**config.mk**
```make
export PLATFORM = sky130hd
export DESIGN_NAME = node_receiver
export DESIGN_NICKNAME = d
export VERILOG_FILES = /design/src/rtl/node_receiver.sv
export SDC_FILE = /design/constraint.sdc
export NUM_CORES = 1
export LEC_CHECK = 0
export BUFFER_PORTS_ARGS = -buffer_cell sky130_fd_sc_hd__clkbuf_2
export CAP_MARGIN = 20
export CORE_ASPECT_RATIO = 0.9
export CORE_MARGIN = 2
export CORE_UTILIZATION = 30
export CTS_CLUSTER_SIZE = 10
export DETAILED_ROUTE_END_ITERATION = 7
export PLACE_DENSITY_LB_ADDON = 0.1
export SLEW_MARGIN = 20
export SYNTH_ARGS = -nofsm -noshare
export SYNTH_HDL_FRONTEND = slang
export SYNTH_SLANG_ARGS = --single-unit
```
**constraint.sdc**
```tcl
create_clock -name clock -period 6.2 [get_ports clock]
set_clock_uncertainty 0.05 [all_clocks]
set_input_delay 0.31 -clock clock [delete_from_list [all_inputs] [get_ports clock]]
set_output_delay 0.31 -clock clock [all_outputs]
set_load 0.02 [all_outputs]
```
**src/rtl/node_receiver.sv**
```systemverilog
// Serial frame receiver for the single-wire node bus: deserializes 80-bit frames,
// checks the CRC-4 and presents accepted frames with a one-cycle strobe.
module node_receiver #(
    parameter logic [3:0] BCAST_ADDR = 4'hF
) (
    input  logic        clock,
    input  logic        reset,
    input  logic        bus,
    input  logic [3:0]  addr,
    input  logic [3:0]  crc,
    output logic        rx_valid,
    output logic [63:0] rx_data,
    output logic [3:0]  rx_src,
    output logic [1:0]  rx_mod,
    output logic        crc_err,
    output logic        frame_err,
    output logic        busy
);

    typedef enum logic [2:0] {IDLE, HDR, DATA, CRCF, STOP} state_t;

    state_t      state, state_next;
    logic [6:0]  cnt, cnt_next;
    logic        bit_in;
    logic        start;
    logic        addr_hit;
    logic        crc_ok;
    logic [3:0]  addr_l;
    logic [3:0]  poly_l;
    logic [3:0]  crc_r;
    logic [3:0]  crc_rx;
    logic [9:0]  hdr_sr;
    logic [63:0] data_sr;

    function automatic logic [3:0] crc_step(input logic [3:0] r, input logic [3:0] poly,
                                            input logic b);
        logic fb;
        fb = b ^ r[3];
        return {r[2:0], 1'b0} ^ (fb ? poly : 4'h0);
    endfunction

    // Only a driven 0 is a zero; undriven (z) or unknown levels read as the idle 1.
    always_comb begin
        case (bus)
            1'b0:    bit_in = 1'b0;
            default: bit_in = 1'b1;
        endcase
    end

    always_comb begin
        state_next = state;
        cnt_next   = cnt - 7'd1;
        start      = 1'b0;
        case (state)
            IDLE: begin
                cnt_next = 7'd9;
                if (!bit_in) begin
                    start      = 1'b1;
                    state_next = HDR;
                end
            end
            HDR: begin
                if (cnt == 7'd0) begin
                    state_next = DATA;
                    cnt_next   = 7'd63;
                end
            end
            DATA: begin
                if (cnt == 7'd0) begin
                    state_next = CRCF;
                    cnt_next   = 7'd3;
                end
            end
            CRCF: begin
                if (cnt == 7'd0) begin
                    state_next = STOP;
                    cnt_next   = 7'd0;
                end
            end
            STOP: begin
                state_next = IDLE;
                cnt_next   = 7'd9;
            end
            default: begin
                state_next = IDLE;
                cnt_next   = 7'd9;
            end
        endcase
    end

    assign addr_hit = (hdr_sr[9:6] == addr_l) || (hdr_sr[9:6] == BCAST_ADDR);
    assign crc_ok   = (crc_rx == crc_r);
    assign busy     = (state != IDLE);

    always_ff @(posedge clock) begin
        if (reset) begin
            state     <= IDLE;
            cnt       <= 7'd0;
            addr_l    <= 4'h0;
            poly_l    <= 4'h0;
            crc_r     <= 4'h0;
            rx_valid  <= 1'b0;
            crc_err   <= 1'b0;
            frame_err <= 1'b0;
            rx_data   <= 64'h0;
            rx_src    <= 4'h0;
            rx_mod    <= 2'h0;
        end else begin
            state     <= state_next;
            cnt       <= cnt_next;
            rx_valid  <= 1'b0;
            crc_err   <= 1'b0;
            frame_err <= 1'b0;
            if (start) begin
                addr_l <= addr;
                poly_l <= crc;
                crc_r  <= 4'h0;
            end else if (state == HDR || state == DATA) begin
                crc_r <= crc_step(crc_r, poly_l, bit_in);
            end
            // Stop-bit cycle: framing error outranks address filtering, which outranks CRC.
            if (state == STOP) begin
                if (!bit_in) begin
                    frame_err <= 1'b1;
                end else if (addr_hit) begin
                    if (!crc_ok) begin
                        crc_err <= 1'b1;
                    end else begin
                        rx_valid <= 1'b1;
                        rx_data  <= data_sr;
                        rx_src   <= hdr_sr[5:2];
                        rx_mod   <= hdr_sr[1:0];
                    end
                end
            end
        end
    end

    always_ff @(posedge clock) begin
        if (state == HDR) begin
            hdr_sr <= {hdr_sr[8:0], bit_in};
        end
        if (state == DATA) begin
            data_sr <= {data_sr[62:0], bit_in};
        end
        if (state == CRCF) begin
            crc_rx <= {crc_rx[2:0], bit_in};
        end
    end

endmodule
```
==> results of run 1 <==
area by class of cell:
class / instances / area share [%]
multi-input cells: 319 / 26.76
well taps: 291 / 4.671
repair buffers: 93 / 6.340
flip-flops and latches: 173 / 54.45
clock buffers: 17 / 5.457
clock inverters: 15 / 2.183
inverters: 3 / 0.1445
power by group:
part           switching, mW  internal, mW  total (mW)
combinational          0.342         0.129       0.471
clock                  0.450         0.633        1.08
sequential            0.0939          1.35        1.44
how the worst min path moves through the flow:
| stage | from | to | depth (start not counted) |
|---|---|---|---|
| final | addr[0] | addr_l[0] | 3 |
| after global routing | crc[0] | poly_l[0] | 3 |
| after CTS | crc[3] | poly_l[3] | 3 |
| after detailed placement | data_sr[36] | data_sr[37] | 0 |
| after global placement | data_sr[2] | data_sr[3] | 0 |
| after floorplan | bus | crc_rx[0] | 0 |
placed cells by master (no fill, tap or decap), types with 3 or more instances in the layout:
cell type,instances
sky130_fd_sc_hd__edfxtp_1,78
sky130_fd_sc_hd__nor3b_4,3
sky130_fd_sc_hd__buf_4,9
sky130_fd_sc_hd__a2111oi_0,3
sky130_fd_sc_hd__inv_6,3
sky130_fd_sc_hd__clkbuf_2,83
sky130_fd_sc_hd__bufinv_16,3
sky130_fd_sc_hd__xnor2_1,6
sky130_fd_sc_hd__mux2i_1,9
sky130_fd_sc_hd__nor2_1,21
sky130_fd_sc_hd__xor2_1,11
sky130_fd_sc_hd__a21oi_1,79
sky130_fd_sc_hd__nand3_1,3
sky130_fd_sc_hd__inv_1,3
sky130_fd_sc_hd__nand2b_1,4
sky130_fd_sc_hd__clkbuf_16,17
sky130_fd_sc_hd__o31ai_1,70
sky130_fd_sc_hd__clkinv_2,3
sky130_fd_sc_hd__clkinvlp_4,3
sky130_fd_sc_hd__nand2_1,8
sky130_fd_sc_hd__nand4_1,72
sky130_fd_sc_hd__nor2b_1,3
sky130_fd_sc_hd__a211oi_1,3
sky130_fd_sc_hd__dfxtp_1,95
sky130_fd_sc_hd__o21ai_0,4
metal layers:
metal  track usage, %  routed length (um)  vias to the layer above
met5                0                   0                        -
met4            4.777                 216                        0
met3            3.163                 710                       17
met2            21.03                7128                      130
met1            18.48                7511                     2299
li1                 -                   -                     2252
cells by family after synthesis:
group	count (synthesis)	share of synthesized area [%]
compound gates	164	15.73
xor+xnor	17	2.229
fa+ha+maj	2	0.3745
buf+inv	64	5.731
flops	173	63.53
mux	9	1.349
simple gates	127	11.05
stage by stage:
stage               hold WS (ns)  worst slack (ns)  instances
floorplan                 0.3589             2.225        556
global placement          0.3834             3.290        878
detailed placement        0.3822             3.622        879
CTS                      0.05664             3.612        911
global route             0.07087             3.392        911
finish                   0.07419             3.551        911
worst reg2reg max path, stage by stage (launching register included):
cell,delay [ns]
sky130_fd_sc_hd__dfxtp_1,0.45
sky130_fd_sc_hd__xnor2_1,0.17
sky130_fd_sc_hd__nand4_1,0.70
sky130_fd_sc_hd__buf_4,0.63
sky130_fd_sc_hd__o31ai_1,0.38
sky130_fd_sc_hd__a21oi_1,0.11
sequential cells by signal, indices dropped and copies added (netlist names):
name and count:
rx_valid 1, data_sr 64, crc_r 4, rx_data 64
rx_src 4, rx_mod 2, crc_err 1, addr_l 4
poly_l 4, frame_err 1, cnt 7, hdr_sr 10
crc_rx 4, state 3
==> results.rst, run 1 <==
.. list-table::
   :header-rows: 1

   * - Metric
     - Value
   * - Status
     - finished, final reports clean
   * - Unique cell type count in the Yosys netlist
     - 39
   * - Total iterations of the first detailed-routing run
     - 6
   * - Most used flip-flop cell after synthesis
     - sky130_fd_sc_hd__dfxtp_1
   * - Gr ovfl total
     - 0
   * - Share of the synthesized area in the top cell type
     - 35.06%
   * - Most frequent cells after synthesis
     - 95 x sky130_fd_sc_hd__dfxtp_1, 79 x sky130_fd_sc_hd__a21oi_1, 78 x sky130_fd_sc_hd__edfxtp_1, 72 x sky130_fd_sc_hd__nand4_1, 70 x sky130_fd_sc_hd__o31ai_1
   * - Total GRT Usage
     - 13.52%
   * - Cell area power density
     - 384.5 mW/mm^2
   * - Die X-Extent
     - 161.3 um
   * - YS warnings
     - 0
   * - Post-synthesis cell type with the largest combined area
     - sky130_fd_sc_hd__edfxtp_1
   * - Power, Total
     - 2.998 mW
   * - Pin count of the biggest net entering global routing
     - 93
   * - TritonCTS clock tree
     - built
   * - Die footprint
     - 0.02348 mm^2
   * - Vias after detailed routing
     - 4698
   * - Cell depth of the worst flop-to-flop path
     - 5
   * - Clock latency on the worst-skew pair
     - 0.42 ns
   * - Share of layout cells above drive strength 1
     - 21.13%
   * - Share of synthesized area occupied by flip-flops and latches
     - 63.53%
   * - Achievable Freq
     - 377.6 MHz
   * - Area occupied by registers
     - 0.004244 mm^2
   * - Final Instance Area
     - 0.007795 mm^2
   * - Avg Synthesized Cell Area
     - 12.01 um^2
   * - Detail-routed net length per standard cell
     - 17.09 um
   * - Final antenna-violating net count
     - 0
   * - Final critical-path share of the clock period
     - 42.72%
   * - Cell family contributing the most delay on the critical path
     - simple AND/OR/NAND/NOR gates
   * - Site Rows
     - 51
   * - R2r endpoint
     - rx_data[51]
   * - Reg-to-reg setup timing slack
     - 3.55 ns
   * - Effective utilization at floorplan
     - 30.70%
   * - Number of buffers on the longest clock path
     - 2
   * - CP arrival
     - 2.86 ns
   * - Total CTS buffers
     - 17
   * - Diodes inserted
     - 0
   * - IO Port Bufs
     - 84
   * - Placeable core area
     - 0.02176 mm^2
   * - Shortest clock period the worst path allows after layout
     - 2.649 ns
   * - Number of DRC violations after detailed-routing iteration 0
     - 339
   * - Number of design rule violations left after detail routing
     - 0
   * - CTS sink count
     - 173
   * - Worst vdd rail ir drop
     - 0.1829 mV
   * - Pins Over Slew Limit
     - 0
   * - Dominant cell by count in the synthesized netlist
     - sky130_fd_sc_hd__dfxtp_1
   * - Ordered list of cells on the worst path
     - xnor2_1, nand4_1, buf_4, o31ai_1, a21oi_1
   * - Hold Path Class
     - input pin to register
   * - Critical path startpoint category
     - register
   * - Final GP Congestion
     - 0.7218
   * - Leakage power total
     - 2.616 nW
   * - Crit-path slowest cell
     - sky130_fd_sc_hd__nand4_1
   * - Sort of element at the end of the critical path
     - register
   * - Routed vias/inst
     - 5.157
   * - Die extent in y
     - 145.6 um
   * - Clock-pin slew reported for the worst setup and hold paths after clock tree synthesis
     - 0.07 ns
   * - Register bit count reported by yosys
     - 173
   * - Final WL
     - 15570 um
   * - Area taken by multi-input logic gates
     - 0.002086 mm^2
   * - Number of synthesized flops with an enable pin
     - 78
   * - Number of hold buffers added after CTS
     - 0
   * - Antenna violations before repair
     - 0
   * - Critical path buffer and inverter count
     - 1
   * - Master cell of the clock root buffer
     - sky130_fd_sc_hd__clkbuf_16
   * - Via count of the first global-routing pass
     - 4755
   * - Leading cell types by total area after synthesis
     - sky130_fd_sc_hd__edfxtp_1 35%, sky130_fd_sc_hd__dfxtp_1 28%, sky130_fd_sc_hd__o31ai_1 7.9%
   * - Capturing instance or port of the critical path
     - rx_data[51]
   * - Half-perimeter wire length after placement
     - 8911 um
   * - I/O Pins
     - 85
   * - Worst-Margin Slew
     - 1.010 ns
   * - Max-capacitance violation count
     - 0
   * - R2r startpoint
     - crc_r[2]
   * - Ys async rst share
     - 0%
   * - Mapped Nets
     - 569
   * - Area growth, synth to finish
     - 16.69%
   * - Number of cells produced by synthesis
     - 556
   * - Cell Area, Placed
     - 0.007193 mm^2
   * - Net count reported at finish
     - 620
   * - Hold violation count in the final report
     - 0
   * - Critical path fanouts, max
     - 55
   * - Summed instance area of the synthesized netlist
     - 0.006680 mm^2
   * - Setup repair after global routing missed its margin
     - no
   * - Setup fix buffers added after clock tree synthesis
     - 0
   * - Number of fill cells in the layout
     - 2164
   * - Peak per-stage delay on the critical path
     - 0.70 ns
   * - Tightest slew margin relative to the limit
     - 32.66%
   * - Critical path depth in cells
     - 5
   * - Critical path data required time
     - 6.41 ns
   * - Post-layout utilization of the core
     - 35.82%
   * - Launching instance or port of the critical path
     - crc_r[2]
   * - Worst setup path class
     - register to register
   * - Total Neg Setup Slack
     - 0 ns
   * - Depth of the CTS H-tree
     - 4
   * - Endpoints failing setup
     - 0
   * - Resized cells post-CTS
     - 0
   * - First-pass GRT wire length
     - 25330 um
Note: power is estimated with default switching activity, not from simulation.
==> run 2: changes to the inputs <==
--- a/config.mk
+++ b/config.mk
@@ -5,6 +5,7 @@
 export SDC_FILE = /design/constraint.sdc
 export NUM_CORES = 1
 export LEC_CHECK = 0
+export ABC_AREA = 1
 export BUFFER_PORTS_ARGS = -buffer_cell sky130_fd_sc_hd__clkbuf_2
 export CAP_MARGIN = 20
 export CORE_ASPECT_RATIO = 0.9
==> constraint.sdc (replaced) <==
create_clock -name clock -period 2.55 [get_ports clock]
set_clock_uncertainty 0.05 [all_clocks]
set_input_delay 0.1275 -clock clock [delete_from_list [all_inputs] [get_ports clock]]
set_output_delay 0.1275 -clock clock [all_outputs]
set_load 0.02 [all_outputs]
==> results.rst, run 2 <==
.. list-table::
   :header-rows: 1

   * - Metric
     - Value
   * - Total CTS buffers
     - 17 (unchanged)
   * - Hold path start
     - data_sr[15]
   * - Area occupied by registers
     - 0.004244 mm^2 (unchanged)
   * - Cell family contributing the most delay on the critical path
     - simple AND/OR/NAND/NOR gates
   * - Via count of the first global-routing pass
     - 4722 (-0.69%)
   * - Final WL
     - 14160 um (-9.0%)
   * - Number of buffers on the longest clock path
     - 2 (unchanged)
   * - Gr ovfl total
     - 0 (unchanged)
   * - Hold violation count in the final report
     - 0 (unchanged)
   * - Sink of the worst hold path
     - data_sr[16]
   * - Critical path data required time
     - 2.82 ns (-3.59 ns)
   * - Share of the synthesized area in the top cell type
     - 35.04% (about the same)
   * - Summed instance area of the synthesized netlist
     - 0.006684 mm^2 (about the same)
   * - Ordered list of cells on the worst path
     - nand2_1, nand2_1, nor2_1, nand2_1, nand2_2, buf_4, nand4_1, nand2_1, nor2_1
   * - Critical path buffer and inverter count
     - 1 (unchanged)
   * - Tightest slew margin relative to the limit
     - 49.35% (+17 points)
   * - Antenna violations before repair
     - 0 (unchanged)
   * - Total Neg Setup Slack
     - 0 ns (unchanged)
   * - Depth of the CTS H-tree
     - 4 (unchanged)
   * - Ys async rst share
     - 0% (unchanged)
   * - Die X-Extent
     - 161.3 um (about the same)
   * - Most common library cell in the layout ignoring fill and taps
     - sky130_fd_sc_hd__nor2_1
   * - Mapped Nets
     - 727 (+28%)
   * - Share of layout cells above drive strength 1
     - 16.32% (-4.8 points)
   * - CP dominant cell by count
     - sky130_fd_sc_hd__nand2_1
   * - Crit-path slowest cell
     - sky130_fd_sc_hd__buf_4
   * - Peak per-stage delay on the critical path
     - 0.56 ns (-0.14 ns)
   * - Share of synthesized area occupied by flip-flops and latches
     - 63.50% (about the same)
   * - R2r startpoint
     - hdr_sr[8]
   * - IO Port Bufs
     - 84 (unchanged)
   * - Master cell of the clock root buffer
     - sky130_fd_sc_hd__clkbuf_16
   * - Setup repair after global routing missed its margin
     - no
   * - Routed vias/inst
     - 4.335 (-16%)
   * - Shortest clock period the worst path allows after layout
     - 1.967 ns (-0.6815 ns)
   * - Critical path startpoint category
     - register
   * - Highest-count cells in the layout ignoring fill and taps
     - 153 x sky130_fd_sc_hd__nor2_1, 110 x sky130_fd_sc_hd__nand2_1, 99 x sky130_fd_sc_hd__inv_1
   * - Sort of element at the end of the critical path
     - register
   * - Cell Area, Placed
     - 0.007353 mm^2 (+2.2%)
   * - Achievable Freq
     - 508.4 MHz (+35%)
   * - Endpoints failing setup
     - 0 (unchanged)
   * - Number of fill cells in the layout
     - 2225 (+2.8%)
   * - Post-synthesis cell type with the largest combined area
     - sky130_fd_sc_hd__edfxtp_1
   * - Unique cell type count in the Yosys netlist
     - 25 (-36%)
   * - Cell depth of the worst flop-to-flop path
     - 9 (+4)
   * - Register bit count reported by yosys
     - 173 (unchanged)
   * - I/O Pins
     - 85 (unchanged)
   * - Diodes inserted
     - 0 (unchanged)
   * - Pin count of the biggest net entering global routing
     - 72 (-23%)
   * - Top Registers
     - data_sr x64, rx_data x64, hdr_sr x10
   * - Dominant cell by count in the synthesized netlist
     - sky130_fd_sc_hd__nor2_1
   * - YS warnings
     - 0 (unchanged)
   * - Critical path fanouts, max
     - 70 (+27%)
   * - Vias after detailed routing
     - 4768 (+1.5%)
   * - Status
     - finished, final reports clean
   * - Max-capacitance violation count
     - 0 (unchanged)
   * - Die footprint
     - 0.02349 mm^2 (about the same)
   * - Leading cell types by total area after synthesis
     - sky130_fd_sc_hd__edfxtp_1 35%, sky130_fd_sc_hd__dfxtp_1 28%, sky130_fd_sc_hd__nor2_1 8.6%
   * - Avg Synthesized Cell Area
     - 9.361 um^2 (-22%)
   * - Most used flip-flop cell after synthesis
     - sky130_fd_sc_hd__dfxtp_1
   * - Final critical-path share of the clock period
     - 77.14% (+34 points)
   * - CP arrival
     - 2.23 ns (-0.63 ns)
   * - Most frequent cells after synthesis
     - 153 x sky130_fd_sc_hd__nor2_1, 110 x sky130_fd_sc_hd__nand2_1, 101 x sky130_fd_sc_hd__inv_1, 95 x sky130_fd_sc_hd__dfxtp_1, 78 x sky130_fd_sc_hd__edfxtp_1
   * - Area taken by multi-input logic gates
     - 0.001841 mm^2 (-12%)
   * - R2r endpoint
     - rx_data[8]
   * - TritonCTS clock tree
     - built
   * - Detail-routed net length per standard cell
     - 12.87 um (-25%)
   * - Die extent in y
     - 145.6 um (about the same)
   * - Site Rows
     - 51 (unchanged)
   * - Final GP Congestion
     - 0.6919 (-4.1%)
   * - Area growth, synth to finish
     - 20.65%
   * - Leakage power total
     - 3.453 nW (+32%)
   * - Half-perimeter wire length after placement
     - 8762 um (-1.7%)
   * - Placeable core area
     - 0.02176 mm^2 (unchanged)
   * - Critical path depth in cells
     - 9 (+4)
   * - Final Instance Area
     - 0.008064 mm^2 (+3.5%)
   * - Total GRT Usage
     - 12.76% (-0.76 points)
   * - Number of design rule violations left after detail routing
     - 0 (unchanged)
   * - Total iterations of the first detailed-routing run
     - 5 (-1)
   * - First-pass GRT wire length
     - 23990 um (-5.3%)
   * - Worst vdd rail ir drop
     - 0.4008 mV (+120%)
   * - Number of DRC violations after detailed-routing iteration 0
     - 249 (-27%)
   * - Setup fix buffers added after clock tree synthesis
     - 0 (unchanged)
   * - Pins Over Slew Limit
     - 0 (unchanged)
   * - Hold Path Class
     - register to register
   * - Resized cells post-CTS
     - 0 (unchanged)
   * - Effective utilization at floorplan
     - 30.72% (about the same)
   * - Hold Path Cell Cnt
     - 0 (-3)
   * - Clock latency on the worst-skew pair
     - 0.43 ns (about the same)
   * - Worst setup path class
     - register to register
   * - Clock-pin slew reported for the worst setup and hold paths after clock tree synthesis
     - 0.07 ns (about the same)
   * - CTS sink count
     - 173 (unchanged)
   * - Number of cells produced by synthesis
     - 714 (+28%)
   * - Net count reported at finish
     - 809 (+30%)
   * - Reg-to-reg setup timing slack
     - 0.58 ns (-2.97 ns)
   * - Cell area power density
     - 919.6 mW/mm^2 (+140%)
   * - Number of synthesized flops with an enable pin
     - 78 (unchanged)
   * - Final antenna-violating net count
     - 0 (unchanged)
   * - Worst-Margin Slew
     - 0.7597 ns (-0.2503 ns)
## run 2: cell count changes in the layout (fill, tap and decap cells not counted), sizes merged, moves of 5 or more
cell         before  now
clkinv            6    1
dlygate4sd3       0   10
o21ai             4   16
a21oi            79   18
o31ai            70    0
xor2             11    5
nor2             21  155
mux2i             9    0
inv               6  111
nand2             8  111
## run 2: kinds of logic (layout without fill, tap and decap cells)
family / count (synthesis) / count (layout) / share of synthesized area [%]
AND/OR/NAND/NOR: 351 / 351 / 23.23
AO/OA/AOI/OAI: 37 / 37 / 2.883
buffers and inverters: 143 / 238 / 8.967
adder cells (fa/ha/maj): 2 / 2 / 0.3743
flip-flops: 173 / 173 / 63.50
XOR/XNOR: 8 / 8 / 1.048
## run 2: final cells by class
class                      instances  share of cell area [%]
tap                              291                   4.515
sequential                       173                   52.63
timing repair buffer             101                   7.572
inverter                         105                   4.888
clock inverter                    14                   2.250
multi-input combinational        398                   22.82
clock buffer                      18                   5.322
## run 2: how the worst max path moves through the flow
stage / from / end / slack [ns]
final: hdr_sr[8] / rx_data[8] / 0.58
after global routing: hdr_sr[6] / rx_data[41] / 0.35
after CTS: hdr_sr[8] / rx_data[1] / 0.55
after detailed placement: hdr_sr[8] / rx_data[1] / 0.55
after global placement: crc_rx[2] / rx_data[8] / 0.52
after floorplan: state[0] / data_sr[0] / 0.17
## run 2: power breakdown
| part | internal [mW] | leakage, nW | switching [mW] | total (mW) |
|---|---|---|---|---|
| clock network | 1.56 | 0.285 | 1.16 | 2.73 |
| registers | 3.36 | 1.48 | 0.208 | 3.57 |
| logic | 0.308 | 1.69 | 0.810 | 1.12 |
## run 2: layer usage
| metal | vias up | wire [um] | GRT usage, % |
|---|---|---|---|
| li1 | 2466 | - | - |
| met4 | 0 | 147 | 3.929 |
| met2 | 88 | 6446 | 20.19 |
| met1 | 2202 | 7004 | 16.97 |
| met5 | - | 0 | 0 |
| met3 | 12 | 562 | 3.591 |
## run 2: what timing repair did
action,4_1_cts,5_1_grt
endpoints found under the hold margin,15,0
endpoints found under the setup margin,0,0
hold buffers,10,0
## run 2: metrics by stage
step | total power, mW | utilization [%] | hold slack, ns | instances | setup WS [ns]
after floorplan | 4.418 | - | 0.1466 | 714 | 0.1713
after global placement | 4.726 | 33.79 | 0.3629 | 1058 | 0.5197
after detailed placement | 4.753 | 33.79 | 0.3795 | 1058 | 0.5531
after CTS | 7.527 | 37.06 | 0.3998 | 1100 | 0.5516
after global routing | 7.846 | 37.06 | 0.4039 | 1100 | 0.3482
final | 7.416 | 37.06 | 0.3924 | 1100 | 0.5829
